**src/rtl/alu_share_arbiter.sv**
```systemverilog
// alu_share_arbiter
//   Shares one combinational ALU_TOP between two requesters (0 = pipeline EX
//   stage, 1 = auxiliary address/CSR helper). Arbitration is round-robin. The
//   ALU operands are registered. Results come back on one tagged response
//   channel that is held under valid/ready back-pressure.
//
//   Ports
//     CLK, RST_N               clock, asynchronous active-low reset
//     REQx_VALID / REQx_BUS    request x: {PC,RS1,RS2,IMM,OPCODE,FUNCT3,FUNCT7}
//     REQx_READY               request x accepted this cycle (combinational)
//     ALU_PC..ALU_FUNCT7       registered operands driven to ALU_TOP
//     ALU_OUT                  combinational result from ALU_TOP
//     RSP_VALID/ID/DATA        registered response, owner tag and result
//     RSP_READY                response consumer accepts
//     BUSY                     arbiter not idle
module alu_share_arbiter #(
  parameter int unsigned DATA_WIDTH   = 32,
  parameter int unsigned OPCODE_WIDTH = 7,
  parameter int unsigned BUS_WIDTH    = 4*DATA_WIDTH+OPCODE_WIDTH+10
) (
  input  logic                    CLK,
  input  logic                    RST_N,
  input  logic                    REQ0_VALID,
  input  logic [BUS_WIDTH-1:0]    REQ0_BUS,
  output logic                    REQ0_READY,
  input  logic                    REQ1_VALID,
  input  logic [BUS_WIDTH-1:0]    REQ1_BUS,
  output logic                    REQ1_READY,
  output logic [DATA_WIDTH-1:0]   ALU_PC,
  output logic [DATA_WIDTH-1:0]   ALU_RS1,
  output logic [DATA_WIDTH-1:0]   ALU_RS2,
  output logic [DATA_WIDTH-1:0]   ALU_IMM,
  output logic [OPCODE_WIDTH-1:0] ALU_OPCODE,
  output logic [2:0]              ALU_FUNCT3,
  output logic [6:0]              ALU_FUNCT7,
  input  logic [DATA_WIDTH-1:0]   ALU_OUT,
  output logic                    RSP_VALID,
  output logic                    RSP_ID,
  output logic [DATA_WIDTH-1:0]   RSP_DATA,
  input  logic                    RSP_READY,
  output logic                    BUSY
);

  localparam int unsigned OPC_LSB = 10;
  localparam int unsigned IMM_LSB = OPC_LSB + OPCODE_WIDTH;
  localparam int unsigned RS2_LSB = IMM_LSB + DATA_WIDTH;
  localparam int unsigned RS1_LSB = RS2_LSB + DATA_WIDTH;
  localparam int unsigned PC_LSB  = RS1_LSB + DATA_WIDTH;

  typedef enum logic [1:0] {
    IDLE = 2'd0,
    EXEC = 2'd1,
    RESP = 2'd2
  } state_t;

  state_t               state;
  state_t               state_nxt;
  logic                 rr_ptr;
  logic                 owner;
  logic                 grant_win;
  logic                 winner;
  logic                 accept;
  logic [BUS_WIDTH-1:0] win_bus;

  always_comb begin
    grant_win  = 1'b0;
    winner     = 1'b0;
    REQ0_READY = 1'b0;
    REQ1_READY = 1'b0;
    accept     = 1'b0;
    win_bus    = REQ0_BUS;
    state_nxt  = IDLE;

    // RST_N gates the window so READY stays low while reset is held,
    // even though the state register already reads IDLE.
    grant_win = RST_N & ((state == IDLE) | ((state == RESP) & RSP_READY));

    if (REQ0_VALID & REQ1_VALID)
      winner = rr_ptr;
    else
      winner = REQ1_VALID;

    REQ0_READY = grant_win & REQ0_VALID & ~winner;
    REQ1_READY = grant_win & REQ1_VALID & winner;
    accept     = REQ0_READY | REQ1_READY;
    win_bus    = winner ? REQ1_BUS : REQ0_BUS;

    case (state)
      IDLE:    state_nxt = accept ? EXEC : IDLE;
      EXEC:    state_nxt = RESP;
      RESP: begin
        if (RSP_READY)
          state_nxt = accept ? EXEC : IDLE;
        else
          state_nxt = RESP;
      end
      default: state_nxt = IDLE;
    endcase
  end

  always_ff @(posedge CLK or negedge RST_N) begin
    if (!RST_N)
      state <= IDLE;
    else
      state <= state_nxt;
  end

  always_ff @(posedge CLK or negedge RST_N) begin
    if (!RST_N) begin
      rr_ptr     <= 1'b0;
      owner      <= 1'b0;
      ALU_PC     <= '0;
      ALU_RS1    <= '0;
      ALU_RS2    <= '0;
      ALU_IMM    <= '0;
      ALU_OPCODE <= '0;
      ALU_FUNCT3 <= '0;
      ALU_FUNCT7 <= '0;
    end else if (accept) begin
      rr_ptr     <= ~winner;
      owner      <= winner;
      ALU_PC     <= win_bus[PC_LSB  +: DATA_WIDTH];
      ALU_RS1    <= win_bus[RS1_LSB +: DATA_WIDTH];
      ALU_RS2    <= win_bus[RS2_LSB +: DATA_WIDTH];
      ALU_IMM    <= win_bus[IMM_LSB +: DATA_WIDTH];
      ALU_OPCODE <= win_bus[OPC_LSB +: OPCODE_WIDTH];
      ALU_FUNCT3 <= win_bus[9:7];
      ALU_FUNCT7 <= win_bus[6:0];
    end
  end

  // ID and DATA keep their last value after a response is consumed; only
  // VALID drops. Any non-EXEC/RESP state (including illegal ones) clears VALID.
  always_ff @(posedge CLK or negedge RST_N) begin
    if (!RST_N) begin
      RSP_VALID <= 1'b0;
      RSP_ID    <= 1'b0;
      RSP_DATA  <= '0;
    end else begin
      case (state)
        EXEC: begin
          RSP_VALID <= 1'b1;
          RSP_ID    <= owner;
          RSP_DATA  <= ALU_OUT;
        end
        RESP: begin
          if (RSP_READY)
            RSP_VALID <= 1'b0;
        end
        default: RSP_VALID <= 1'b0;
      endcase
    end
  end

  assign BUSY = (state != IDLE);

endmodule

```
**config.mk**
```make
export PLATFORM = sky130hd
export DESIGN_NAME = alu_share_arbiter
export DESIGN_NICKNAME = d
export VERILOG_FILES = /design/src/rtl/alu_share_arbiter.sv
export SDC_FILE = /design/constraint.sdc
export NUM_CORES = 1
export LEC_CHECK = 0
export ABC_AREA = 1
export CAP_MARGIN = 20
export CELL_PAD_IN_SITES_DETAIL_PLACEMENT = 1
export CELL_PAD_IN_SITES_GLOBAL_PLACEMENT = 1
export CORE_AREA = 2 2 200 202
export DETAILED_ROUTE_END_ITERATION = 8
export DIE_AREA = 0 0 202 204
export PLACE_DENSITY = 0.84
export SYNTH_ARGS = -nofsm -noshare
export SYNTH_HDL_FRONTEND = slang
export SYNTH_SLANG_ARGS = --single-unit
```
**constraint.sdc**
```tcl
create_clock -name CLK -period 3.52 [get_ports CLK]
set_input_delay 0.704 -clock CLK [delete_from_list [all_inputs] [get_ports CLK]]
set_output_delay 0.704 -clock CLK [all_outputs]
set_load 0.1 [all_outputs]
```
==> results_dict.tcl <==
set metrics [dict create \
    run_status "completed" \
    finalSetupViolations 0 \
    clk_latency_ps 450 \
    r2r_cells 6 \
    die_w_um 202 \
    antenna_found_initial 2 \
    ctsRootBufferMaster "clkbuf_16" \
    required_ps 2820 \
    crit_chain "clkdlybuf4s50_1" \
    fin_crit_sh_pct 77.14 \
    crit_type "reg2out" \
    yosysSeqAreaShare_pct 50.62 \
    nFillCells 4790 \
    clk_pin_slew_worst_paths_ps 80 \
    wl_met2_um 19250 \
    dp_cells 2223 \
    routed-wl-met3_um 2360 \
    dr.max_layer_used "met4" \
    synth_area_leader_cell "dfrtp_1" \
    path_buf_inv 1 \
    yosysUniqueCellTypes 14 \
    hold_class "in2async" \
    syn-num-nets 1596 \
    grt_max_degree 148 \
    instances_no_fill 2257 \
    cts_resized 0 \
    wl_met1_um 16210 \
    syn_avg_cell_area_sq_um 7.129 \
    layout_min_cycle_time_ps 2715 \
    startpoint_type "flip-flop" \
    routedWlPerCell_um 17.38 \
    core_sq_um 39180 \
    critPathSlowestCell "clkdlybuf4s50_1" \
    p_leak_nw 7.507 \
    powerDensity_nw_per_um2 814.9 \
    endpoint "ALU_RS2[16]" \
    ys_warn_count 0 \
    ctsHoldBuffers 0 \
    r2r_setup_slack_ps 1490 \
    vias 10200 \
    cts_sinks 183 \
    postRouteAntennaNets 0 \
    route.detailed.drc 0 \
    die_area_sq_um 41210 \
    synthToLayoutAreaGrowth_pct 66.07 \
    ir_worst_vdd_uv 355.3 \
    drt_iter0_drc 467 \
    io_pins 509 \
    cts_made_buffers 17 \
    drv_slew 0 \
    end_kind "primary output" \
    cp.depth 1 \
    cp_slowest_stage_delay_ps 1170 \
    drive_above_1_share_pct 4.451 \
    critical_path.reg2reg.endpoint "ALU_RS2[29]" \
    syn_area_sq_um 9046 \
    worst-path-max-fanout 2 \
    pre_cts_ws_ps 815.2 \
    htreeDepth 4 \
    track_usage_pct 18.94 \
    rr_startpoint "state[0]" \
    die_y_um 204 \
    fp-row-count 73 \
    final_cell_mix "nand2_1 (801), clkdlybuf4s50_1 (476), dfrtp_1 (183)" \
    ys_seq_elements 183 \
    rsz0062_at_grt "no" \
    grt_pass1_wl_um 61140 \
    finalSetupTns_ps 0 \
    cts_buffer_depth 2 \
    synth_top_area_share_pct 50.62 \
    viasPerCell 4.520 \
    post-cts-setup-buffers 0 \
    fin_skew_ps 13.33 \
    max_clock_freq_mhz 368.3 \
    port_buffers 508 \
    initial_core_util_pct 23.09 \
    worst_pin_slew_ps 1030 \
    fin_util_pct 38.34 \
    total_power_w 0.01224 \
    wl_um 39220 \
    gr-total-overflow 0 \
    synth.area.top_cells "dfrtp_1 (51%), nand2_1 (33%), nand3_1 (9.9%)" \
    grt_pass1_vias 10840 \
    crit_start "ALU_RS2[16]" \
    synthCells 1269 \
    path_delay_family "buffers and inverters" \
    hold_viol 0 \
    drt_first_pass_iters 4 \
    gp_congestion 0.8290 \
    final_common_cell "nand2_1" \
    arrival_ps 2010 \
    setup_ws_ps 804.8 \
    cts_tree "built" \
    drv_cap 0 \
    dp_hpwl_um 28030 \
    relSlewSlack_pct 31.14 \
    final_nets 2044 \
]
## through the flow
| stage | area, sq um | hold WS, ps |
|---|---|---|
| floorplan | 9046 | 408.4 |
| global placement | 14420 | 454.3 |
| detailed placement | 14420 | 462.6 |
| CTS | 15020 | 415.8 |
| global route | 15020 | 428.9 |
| finish | 15020 | 376.1 |
## worst min path at each step
stage,start,endpoint,cells after the start
floorplan,RST_N,ALU_FUNCT3[0],0
global placement,RSP_DATA[8],RSP_DATA[8],2
detailed placement,RSP_DATA[17],RSP_DATA[17],2
CTS,RST_N,ALU_PC[21],2
global route,RST_N,ALU_RS2[31],2
finish,RST_N,ALU_RS2[31],2
## cell usage after synthesis
cell type  count
nand2_1      803
dfrtp_1      183
nand3_1      179
buf_2         46
clkbuf_1      24
buf_4         15
inv_1          7
buf_6          5
nor2_1         2
clkinv_1       1
nand3b_1       1
nor2_2         1
nor2_4         1
o21ai_0        1
## state kept, by name (all words and copies together) (netlist names)
signal	count
ALU_IMM	32
ALU_PC	32
ALU_RS1	32
ALU_RS2	32
RSP_DATA	32
ALU_FUNCT7	7
ALU_OPCODE	7
ALU_FUNCT3	3
state	2
RSP_ID	1
RSP_VALID	1
owner	1
rr_ptr	1
## cell type report
cell class	instances	area [sq um]	share of cell area (%)
tap	525	656.9	4.372
clock inverter	13	170.2	1.133
inverter	8	30.03	0.1999
clock buffer	19	432.9	2.882
antenna	2	5.005	0.03331
sequential	183	4579	30.48
multi-input combinational	988	3968	26.41
timing repair buffer	519	5181	34.49
## layer usage
metal | GRT usage (%) | vias up
li1 | - | 4823
met1 | 22.88 | 4964
met2 | 32.16 | 344
met3 | 4.815 | 71
met4 | 7.799 | 0
met5 | 0 | -
## power breakdown
group	switching (W)	total (W)	internal, W
Sequential	0.000345	0.00302	0.00268
Clock	0.000901	0.00203	0.00113
Combinational	0.00558	0.00719	0.00161
Total	0.00682	0.0122	0.00542
## cells by family (layout without fill, tap and decap cells)
| logic type | after synthesis | count (layout) | share of synthesized area, % |
|---|---|---|---|
| compound gates | 1 | 1 | 0.05527 |
| simple gates | 987 | 987 | 43.58 |
| flops | 183 | 183 | 50.62 |
| other cells | 0 | 2 | 0 |
| buf+inv | 98 | 559 | 5.740 |
No activity file was read; power rests on OpenSTA's default activity.
